## config.mk

```make
export PLATFORM = sky130hd
export DESIGN_NAME = uart_cmd_decoder_flat
export DESIGN_NICKNAME = d
export VERILOG_FILES = /design/src/rtl/uart_cmd_decoder_pkg.sv /design/src/rtl/uart_cmd_decoder_if.sv /design/src/rtl/uart_cmd_decoder_echo.sv /design/src/rtl/uart_cmd_decoder.sv /design/src/flat_wrapper.sv
export SDC_FILE = /design/constraint.sdc
export NUM_CORES = 1
export LEC_CHECK = 0
export BUFFER_PORTS_ARGS = -buffer_cell sky130_fd_sc_hd__buf_4
export CAP_MARGIN = 25
export CORE_ASPECT_RATIO = 1.1
export CORE_MARGIN = 5
export CORE_UTILIZATION = 58
export CTS_CLUSTER_SIZE = 14
export DETAILED_ROUTE_END_ITERATION = 10
export PLACE_DENSITY = 0.83
export SLEW_MARGIN = 20
export SYNTH_ARGS = -nofsm -noshare
export SYNTH_HDL_FRONTEND = slang
export SYNTH_SLANG_ARGS = --single-unit
```

## constraint.sdc

```tcl
create_clock -name clk -period 3.32 [get_ports clk]
set_clock_uncertainty 0.2 [all_clocks]
set_input_delay 0 -clock clk [delete_from_list [all_inputs] [get_ports clk]]
set_output_delay 0 -clock clk [all_outputs]
set_load 0.05 [all_outputs]
```

## src/rtl/uart_cmd_decoder_pkg.sv

```systemverilog
// Shared constants and types for the UART command decoder.
// Command bytes, echo FSM states and the op decode helper.
package uart_cmd_pkg;

  localparam logic [7:0] CMD_SEC   = 8'h73;
  localparam logic [7:0] CMD_MIN   = 8'h6D;
  localparam logic [7:0] CMD_HOUR  = 8'h68;
  localparam logic [7:0] CMD_RUN   = 8'h52;
  localparam logic [7:0] CMD_STOP  = 8'h53;
  localparam logic [7:0] CMD_CLEAR = 8'h43;
  localparam logic [7:0] CMD_WMODE = 8'h57;
  localparam logic [7:0] CMD_FMODE = 8'h46;

  localparam logic [7:0] ERR_CHAR  = 8'h3F;

  typedef enum logic [1:0] {
    ECHO_IDLE,
    ECHO_WAIT_FREE,
    ECHO_START,
    ECHO_HOLD
  } echo_state_e;

  typedef enum logic [3:0] {
    OP_NONE,
    OP_SEC,
    OP_MIN,
    OP_HOUR,
    OP_RUN,
    OP_STOP,
    OP_CLEAR,
    OP_WMODE,
    OP_FMODE
  } cmd_op_e;

  function automatic cmd_op_e decode_cmd(
    input logic [7:0] b
  );
    case (b)
      CMD_SEC:   return OP_SEC;
      CMD_MIN:   return OP_MIN;
      CMD_HOUR:  return OP_HOUR;
      CMD_RUN:   return OP_RUN;
      CMD_STOP:  return OP_STOP;
      CMD_CLEAR: return OP_CLEAR;
      CMD_WMODE: return OP_WMODE;
      CMD_FMODE: return OP_FMODE;
      default:   return OP_NONE;
    endcase
  endfunction

endpackage

```

## src/rtl/uart_cmd_decoder_if.sv

```systemverilog
// UART side of the command decoder: rx strobe/byte in,
// tx busy/start handshake with the byte to send.
interface uart_cmd_decoder_if;

  logic [7:0] i_rx_data;
  logic       i_rx_done;
  logic       i_tx_busy;
  logic [7:0] o_tx_data;
  logic       o_tx_start;

  modport master (
    output i_rx_data,
    output i_rx_done,
    output i_tx_busy,
    input  o_tx_data,
    input  o_tx_start
  );

  modport slave (
    input  i_rx_data,
    input  i_rx_done,
    input  i_tx_busy,
    output o_tx_data,
    output o_tx_start
  );

endinterface

```

## src/rtl/uart_cmd_decoder_echo.sv

```systemverilog
// Echo controller: one-entry pending buffer and the
// busy/start handshake towards the UART transmitter.
module cmd_echo_ctrl
  import uart_cmd_pkg::*;
#(
  parameter bit ECHO_EN = 1'b1
) (
  input  logic       clk,
  input  logic       rst,
  input  logic       req,
  input  logic [7:0] req_byte,
  input  logic       tx_busy,
  output logic [7:0] tx_data,
  output logic       tx_start
);

  echo_state_e state_q;
  logic        pend_v;
  logic [7:0]  pend_b;
  logic [7:0]  data_q;
  logic        start_q;
  logic        seen_busy;
  logic [1:0]  hold_cnt;
  logic        req_en;

  assign req_en = req & ECHO_EN;

  // A start pulse must never reach a busy transmitter.
  assign tx_start = start_q & ~tx_busy & ECHO_EN;
  assign tx_data  = ECHO_EN ? data_q : 8'h00;

  // Pending buffer plus echo FSM; new echoes drop while full.
  always_ff @(posedge clk) begin
    if (!rst) begin
      state_q   <= ECHO_IDLE;
      pend_v    <= 1'b0;
      pend_b    <= 8'h00;
      data_q    <= 8'h00;
      start_q   <= 1'b0;
      seen_busy <= 1'b0;
      hold_cnt  <= 2'd0;
    end else begin
      start_q <= 1'b0;
      if (req_en && !pend_v) begin
        pend_v <= 1'b1;
        pend_b <= req_byte;
      end
      unique case (state_q)
        ECHO_IDLE: begin
          if (pend_v) state_q <= ECHO_WAIT_FREE;
        end
        ECHO_WAIT_FREE: begin
          if (!tx_busy) begin
            data_q  <= pend_b;
            pend_v  <= 1'b0;
            start_q <= 1'b1;
            state_q <= ECHO_START;
          end
        end
        ECHO_START: begin
          seen_busy <= 1'b0;
          hold_cnt  <= 2'd0;
          state_q   <= ECHO_HOLD;
        end
        ECHO_HOLD: begin
          hold_cnt <= hold_cnt + 2'd1;
          if (tx_busy) begin
            seen_busy <= 1'b1;
          end else if (seen_busy) begin
            state_q <= ECHO_IDLE;
          end else if (hold_cnt == 2'd3) begin
            state_q <= ECHO_IDLE;
          end
        end
        default: state_q <= ECHO_IDLE;
      endcase
    end
  end

endmodule

```

## src/rtl/uart_cmd_decoder.sv

```systemverilog
// ASCII command decoder: control pulses, mode register,
// error counter, and echo of every received byte.
module uart_cmd_decoder
  import uart_cmd_pkg::*;
#(
  parameter bit         ECHO_EN  = 1'b1,
  parameter logic [7:0] ERR_CHAR = uart_cmd_pkg::ERR_CHAR
) (
  input  logic                clk,
  input  logic                rst,
  uart_cmd_decoder_if.slave   uart,
  output logic                o_sec_plus,
  output logic                o_min_plus,
  output logic                o_hour_plus,
  output logic                o_run,
  output logic                o_stop,
  output logic                o_clear,
  output logic [1:0]          o_mode_sel,
  output logic [7:0]          o_err_cnt
);

  cmd_op_e    op;
  logic       known;
  logic [7:0] echo_byte;

  assign op        = decode_cmd(uart.i_rx_data);
  assign known     = (op != OP_NONE);
  assign echo_byte = known ? uart.i_rx_data : ERR_CHAR;

  // Registered one-cycle pulses, mode toggles, error count.
  always_ff @(posedge clk) begin
    if (!rst) begin
      o_sec_plus  <= 1'b0;
      o_min_plus  <= 1'b0;
      o_hour_plus <= 1'b0;
      o_run       <= 1'b0;
      o_stop      <= 1'b0;
      o_clear     <= 1'b0;
      o_mode_sel  <= 2'b00;
      o_err_cnt   <= 8'h00;
    end else begin
      o_sec_plus  <= 1'b0;
      o_min_plus  <= 1'b0;
      o_hour_plus <= 1'b0;
      o_run       <= 1'b0;
      o_stop      <= 1'b0;
      o_clear     <= 1'b0;
      if (uart.i_rx_done) begin
        unique case (1'b1)
          op == OP_SEC:   o_sec_plus  <= 1'b1;
          op == OP_MIN:   o_min_plus  <= 1'b1;
          op == OP_HOUR:  o_hour_plus <= 1'b1;
          op == OP_RUN:   o_run       <= 1'b1;
          op == OP_STOP:  o_stop      <= 1'b1;
          op == OP_CLEAR: o_clear     <= 1'b1;
          op == OP_WMODE: o_mode_sel[1] <= ~o_mode_sel[1];
          op == OP_FMODE: o_mode_sel[0] <= ~o_mode_sel[0];
          op == OP_NONE: begin
            if (o_err_cnt != 8'hFF)
              o_err_cnt <= o_err_cnt + 8'd1;
          end
          default: ;
        endcase
      end
    end
  end

  cmd_echo_ctrl #(
    .ECHO_EN (ECHO_EN)
  ) u_echo (
    .clk      (clk),
    .rst      (rst),
    .req      (uart.i_rx_done),
    .req_byte (echo_byte),
    .tx_busy  (uart.i_tx_busy),
    .tx_data  (uart.o_tx_data),
    .tx_start (uart.o_tx_start)
  );

endmodule

```

## src/flat_wrapper.sv

```systemverilog
// flat-port wrapper written by rule: the top's interface ports become plain ports
module uart_cmd_decoder_flat import uart_cmd_pkg::*;
#(
  parameter bit         ECHO_EN  = 1'b1,
  parameter logic [7:0] ERR_CHAR = uart_cmd_pkg::ERR_CHAR
)
  (clk, rst, o_sec_plus, o_min_plus, o_hour_plus, o_run, o_stop, o_clear, o_mode_sel, o_err_cnt, uart_i_rx_data, uart_i_rx_done, uart_i_tx_busy, uart_o_tx_data, uart_o_tx_start);
  uart_cmd_decoder_if uart_i ();
  input  logic clk;
  input  logic rst;
  output logic o_sec_plus;
  output logic o_min_plus;
  output logic o_hour_plus;
  output logic o_run;
  output logic o_stop;
  output logic o_clear;
  output logic [1:0] o_mode_sel;
  output logic [7:0] o_err_cnt;
  input wire logic [$bits(uart_i.i_rx_data)-1:0] uart_i_rx_data;
  input wire logic [$bits(uart_i.i_rx_done)-1:0] uart_i_rx_done;
  input wire logic [$bits(uart_i.i_tx_busy)-1:0] uart_i_tx_busy;
  output wire logic [$bits(uart_i.o_tx_data)-1:0] uart_o_tx_data;
  output wire logic [$bits(uart_i.o_tx_start)-1:0] uart_o_tx_start;
  assign uart_i.i_rx_data = uart_i_rx_data;
  assign uart_i.i_rx_done = uart_i_rx_done;
  assign uart_i.i_tx_busy = uart_i_tx_busy;
  assign uart_o_tx_data = uart_i.o_tx_data;
  assign uart_o_tx_start = uart_i.o_tx_start;
  uart_cmd_decoder #(.ECHO_EN(ECHO_EN), .ERR_CHAR(ERR_CHAR)) u_core (.clk(clk), .rst(rst), .uart(uart_i), .o_sec_plus(o_sec_plus), .o_min_plus(o_min_plus), .o_hour_plus(o_hour_plus), .o_run(o_run), .o_stop(o_stop), .o_clear(o_clear), .o_mode_sel(o_mode_sel), .o_err_cnt(o_err_cnt));
endmodule
```

==> run_results.csv, run 1 <==
group,metric,value,unit
setup_path,crit_required,3.37,ns
setup_path,r2r_start,"u_core.u_echo.pend_v",
min_path,hold_path_depth,6,
die,row_count,21,
die,die_x,63.8,µm
die,core,3050,µm²
yosys,synth.area.top_cells,"dfxtp_1, nand2_1, nor2_1",
sta,min_period,2.45,ns
place,place.gp.congestion,0.751,
yosys,synth_warnings,0,
yosys,synth_cell_type_count,39,
die,die-area,4420,µm²
global_route,grt_pass1_wl,7.36,mm
clocking,clkLatencyLatePin,0.35,ns
yosys,syn-cell-area,1850,µm²
sta,tns,0,ns
setup_path,crit_type,"primary input to flop",
yosys,synth_nets,234,
setup_path,cp_max_fo,16,
place,port_buffers,36,
clocking,cts-buffers-inserted,5,
routing,dr.pass1.iters,4,
clocking,cts_buffer_depth,2,
yosys,synth_top_cell_by_area,"dfxtp_1",
power_and_ir_drop,powerDensity,476,nW/µm²
yosys,syn_inst,216,
routing,wirelength,4.20,mm
clocking,post-cts-setup-buffers,0,
die,start_util,60.7,%
yosys,synth_edf_count,0,
setup_path,crit_arrival,2.50,ns
sta,grt_setup_unrepaired,"no",
sta,setup_violations,0,
clocking,clock_sinks,39,
global_route,grt_pass1_vias,1637,
final_layout,antennaDiodeCount,0,
clocking,cts_repair_resize_count,0,
global_route,antenna_found_initial,0,
yosys,synth-seq-area-share,42.2,%
setup_path,crit_start,"uart_i_rx_data[3]",
die,fp.dieH,69.2,µm
yosys,synth_ff_type,"dfxtp_1",
global_route,track_usage,20.7,%
clocking,cts_tree,"done",
clocking,cts-root-buf,"clkbuf_4",
power_and_ir_drop,power,1.11,mW
outcome,status,"finished clean",
sta,worstMarginPinSlew,0.706,ns
clocking,htreeDepth,2,
min_path,hold_class,"primary input to flop",
global_route,grt_overflow,0,
setup_path,end_kind,"flop",
final_layout,syn_to_final_growth,26.5,%
yosys,yosysMostFrequentCell,"dfxtp_1",
routing,ant_nets,0,
min_path,min-delay-start,"uart_i_rx_data[5]",
final_layout,final_layout_size_suffix_gt1_share,19.2,%
sta,fmax,409,MHz
place,place_hpwl,2.75,mm
final_layout,fillers,233,
yosys,ys_top_cells_by_count,"dfxtp_1, nand2_1, nor2_1, a21oi_1, nor3_1",
flow_run,maxCapViolCount,0,
clocking,clkSlewWorstSetupHoldPaths,0.12,ns
routing,wire_per_inst,14.0,µm
global_route,grt_max_degree,22,
die,ioPinCount,37,
setup_path,cp-start-kind,"primary input",
yosys,synth_top_area_share,42.2,%
setup_path,rr_worst_depth,4,
routing,vias_per_cell,5.55,
yosys,async_flop_share,0,%
sta,fin_crit_sh,73.7,%
routing,route.detailed.drc,0,
yosys,post_synth.cell_area_avg,8.56,µm²
sta,final_max_slew_viol_count,0,
routing,via_count,1659,
power_and_ir_drop,p_leak,0.986,nW
sta,relSlewSlack,52.9,%
final_layout,layout.nets,282,
yosys,ys_ff_latch,39,
sta,finalHoldViolCount,0,
power_and_ir_drop,vdd_ir_drop_max,0.000478,V
routing,drt_iter0_drc,77,
what timing repair did:
action / in CTS / in global routing
endpoints found under the hold margin: 35 / 0
endpoints found under the setup margin: 0 / 0
hold buffers: 16 / 0
worst paths after layout:
check / endpoint / slack [ns]
min: u_core.u_echo.pend_b[5] / 0.07
max reg2reg: u_core.u_echo.pend_b[3] / 1.48
max: u_core.u_echo.pend_b[4] / 0.87
min reg2reg: u_core.u_echo.tx_data[7] / 0.26
cell usage in the layout, fill, tap and decap left out, drive strengths merged, types with 4 or more instances in the layout:
master,Yosys,routed
a21oi,15,15
mux2i,7,7
nor3,14,14
clkbuf,7,5
xnor2,4,4
buf,4,36
nand2,31,31
o21ai,10,10
nor2b,5,5
nor3b,4,4
ha,6,6
inv,9,9
dfxtp,39,39
nand2b,9,9
dlygate4sd3,0,16
nor2,22,22
worst max-delay path, cell delays in order:
cell and delay (ns):
dlygate4sd3_1 0.54, buf_4 0.15, nor3b_1 0.33, a31oi_1 0.14
o32a_2 0.47, nor3_1 0.22, nor2_1 0.08, dlygate4sd3_1 0.56
state kept, by name, indices dropped and copies added (netlist names):
signal / count
u_core.u_echo.seen_busy: 1
u_core.u_echo.start_q: 1
u_core.o_stop: 1
u_core.o_clear: 1
u_core.o_hour_plus: 1
u_core.o_mode_sel: 2
u_core.u_echo.tx_data: 8
u_core.u_echo.state_q: 2
u_core.o_err_cnt: 8
u_core.u_echo.pend_v: 1
u_core.o_sec_plus: 1
u_core.o_min_plus: 1
u_core.u_echo.hold_cnt: 2
u_core.u_echo.pend_b: 8
u_core.o_run: 1
power breakdown:
| group | internal [mW] | total [mW] | switching [mW] |
|---|---|---|---|
| Clock | 0.159 | 0.321 | 0.163 |
| Sequential | 0.504 | 0.528 | 0.0248 |
| Combinational | 0.105 | 0.264 | 0.159 |
metrics by stage:
step	worst slack [ns]	hold WS (ns)	util (%)	cells	instance area, µm²
floorplan	1.45	-0.0588	-	216	1850
global placement	1.66	0.0764	68.8	275	2100
detailed placement	1.60	0.0791	68.8	275	2100
CTS	0.947	0.0644	76.7	299	2340
global route	0.798	0.161	76.7	299	2340
finish	0.872	0.0696	76.7	299	2340
cells by family (layout without fill, tap and decap cells):
group	after synthesis	count (layout)	synth area share, %
muxes	7	7	3.79
DFF	39	39	42.2
xor gates and xnor gates	4	4	1.89
buffers and inverters	20	69	5.34
AOI/OAI and AO/OA	39	39	14.4
adders and majority gates	6	6	4.06
and+or+nand+nor	101	101	28.3
metal layers:
layer | track usage [%] | part of all wire, % | vias to the layer above
li1 | - | - | 833
met1 | 23.4 | 38 | 780
met2 | 34.7 | 55 | 36
met3 | 7.29 | 4.7 | 10
met4 | 8.31 | 2.3 | 0
met5 | 0 | 0 | -
final cells by class:
class | instances | area, µm² | area share [%]
Clock inverter | 3 | 43.8 | 1.87
Sequential cell | 39 | 781 | 33.4
Timing Repair Buffer | 52 | 430 | 18.4
Multi-Input combinational cell | 157 | 970 | 41.5
Inverter | 9 | 33.8 | 1.44
Clock buffer | 5 | 37.5 | 1.61
Tap cell | 34 | 42.5 | 1.82
(Power assumes the default switching activity.)
==> inputs of run 2 (changes only) <==
CORE_UTILIZATION = 54   (was 58)
PLACE_DENSITY = 0.79   (was 0.83)
clock period = 2.46 ns   (was 3.32 ns; I/O delays follow)
==> run 2 against run 1 <==
Net effect: global-route usage shrank 2.6 points; clock power grew 64%; sequential share of layout area shrank 0.75 points; sequential power grew 35%; worst hold slack gained 0.0035 ns; utilization shrank 4.9 points; total power grew 43%; via count shrank 3.1%; setup slack lost 0.72 ns; sequential cell count is the same; critical endpoint unchanged; largest power group unchanged; highest routed layer unchanged.
==> run_results.csv, run 2 (synthesis gave the netlist of run 1 again) <==
group,metric,value,unit
outcome,status,"finished clean",
final_layout,layout.nets,282,
die,ioPinCount,37,
sta,fin_crit_sh,93.9,%
routing,route.detailed.drc,0,
clocking,cts_buffer_depth,2,
min_path,min-delay-start,"uart_i_rx_data[5]",
clocking,cts-root-buf,"clkbuf_4",
sta,min_period,2.31,ns
setup_path,r2r_start,"u_core.u_echo.pend_v",
clocking,clkLatencyLatePin,0.36,ns
setup_path,cp_max_fo,16,
setup_path,crit_required,2.51,ns
sta,setup_ws,0.151,ns
sta,worstMarginPinSlew,0.672,ns
die,fp.dieH,71.4,µm
routing,vias_per_cell,5.13,
die,start_util,55.5,%
final_layout,fillers,255,
place,place_hpwl,2.61,mm
final_layout,final_layout_size_suffix_gt1_share,19.2,%
global_route,antenna_found_initial,0,
sta,grt_setup_unrepaired,"no",
sta,fmax,433,MHz
clocking,cts-buffers-inserted,5,
power_and_ir_drop,p_leak,0.998,nW
flow_run,maxCapViolCount,0,
clocking,cts_tree,"done",
setup_path,cp.buffers_inverters,3,
routing,via_count,1607,
global_route,grt_pass1_vias,1530,
die,die_x,65.8,µm
setup_path,end_kind,"flop",
die,die-area,4700,µm²
global_route,grt_overflow,0,
routing,drt_iter0_drc,71,
setup_path,max_stage_delay,0.55,ns
power_and_ir_drop,power,1.60,mW
clocking,clkSlewWorstSetupHoldPaths,0.12,ns
sta,final_max_slew_viol_count,0,
clocking,post-cts-setup-buffers,0,
power_and_ir_drop,vdd_ir_drop_max,0.000399,V
clocking,clock_sinks,39,
sta,finalHoldViolCount,0,
final_layout,multi_input_area,986,µm²
power_and_ir_drop,powerDensity,667,nW/µm²
place,place.gp.congestion,0.886,
routing,wire_per_inst,12.7,µm
final_layout,final_core_util,71.8,%
global_route,grt_pass1_wl,6.64,mm
global_route,grt_max_degree,22,
setup_path,path_common_cell,"dlygate4sd3_1",
global_route,track_usage,18.0,%
final_layout,mostFrequentLayoutCells,"dfxtp_1, buf_4, nand2_1, nor2_1, dlygate4sd3_1",
setup_path,cp-start-kind,"primary input",
die,core,3330,µm²
clocking,htreeDepth,2,
setup_path,crit_start,"uart_i_rx_data[2]",
sta,relSlewSlack,55.1,%
global_route,grt_busiest_layer,"met2",
global_route,use_met3,3.92,%
sta,tns,0,ns
setup_path,cp_slowest_cell,"dlygate4sd3_1",
final_layout,syn_to_final_growth,29.4,%
final_layout,seqCellArea,781,µm²
setup_path,crit_arrival,2.36,ns
global_route,use_met1,23.2,%
die,row_count,22,
place,port_buffers,36,
routing,wirelength,3.96,mm
setup_path,crit_type,"primary input to flop",
global_route,use_met2,27.5,%
min_path,hold_class,"primary input to flop",
final_layout,antennaDiodeCount,0,
final_layout,final_common_cell,"dfxtp_1",
setup_path,path_cells,"dlygate4sd3_1, buf_4, xnor2_1, and4b_1, a31oi_1, o32a_4, nor3_1, nor2_1, dlygate4sd3_1",
setup_path,path_delay_family,"buffers and inverters",
routing,ant_nets,0,
place,place_ws,0.753,ns
sta,setup_violations,0,
routing,dr.pass1.iters,4,
[run 2: changes by cell type in the layout (fill, tap and decap cells not counted), sizes merged]
| cell | change |
|---|---|
| clkinv | -2 |
| bufinv | +1 |
| clkbuf | +1 |
[run 2: where the power goes]
group,leakage (nW),total (mW),switching (mW),internal [mW]
Sequential,0.317,0.714,0.0342,0.680
Combinational,0.628,0.356,0.213,0.143
Clock,0.0525,0.528,0.210,0.317
Total,0.998,1.60,0.457,1.14
[run 2: final timing paths]
check	cells past startpoint	slack, ns	to
setup / recovery	9	0.15	u_core.u_echo.pend_b[4]
hold / removal	6	0.07	u_core.u_echo.pend_b[5]
setup reg to reg	4	0.56	u_core.u_echo.pend_b[3]
hold reg to reg	2	0.25	u_core.u_echo.tx_data[5]
[run 2: worst min-delay path: cells and delay by family]
family | cells | cell delay (ns)
AND/OR/NAND/NOR | 5 | 0.46
buffers and inverters | 1 | 0.11
[run 2: layout make-up]
type	instances	area share, %
clock inverter	2	2.51
inverter	9	1.41
tap	48	2.51
sequential	39	32.6
timing repair buffer	52	18.0
multi-input combinational	157	41.2
clock buffer	6	1.73
[run 2: layer usage]
| metal | up-vias | wire length, µm |
|---|---|---|
| li1 | 837 | - |
| met1 | 733 | 1790 |
| met2 | 30 | 1970 |
| met3 | 7 | 133 |
| met4 | 0 | 70 |
| met5 | - | 0 |
[run 2: through the flow]
| stage | hold slack [ns] | area (µm²) | instances |
|---|---|---|---|
| after global placement | 0.0676 | 2110 | 289 |
| after detailed placement | 0.0752 | 2110 | 289 |
| after CTS | 0.0833 | 2380 | 313 |
| after floorplan | -0.0588 | 1850 | 216 |
| final | 0.0731 | 2390 | 313 |
| after global routing | 0.145 | 2390 | 313 |
[run 2: what timing repair did]
action | in CTS | in global routing
hold buffers | 16 | 0
hold endpoints to repair | 34 | 0
setup endpoints to repair | 0 | 4
resized for setup | 0 | 2
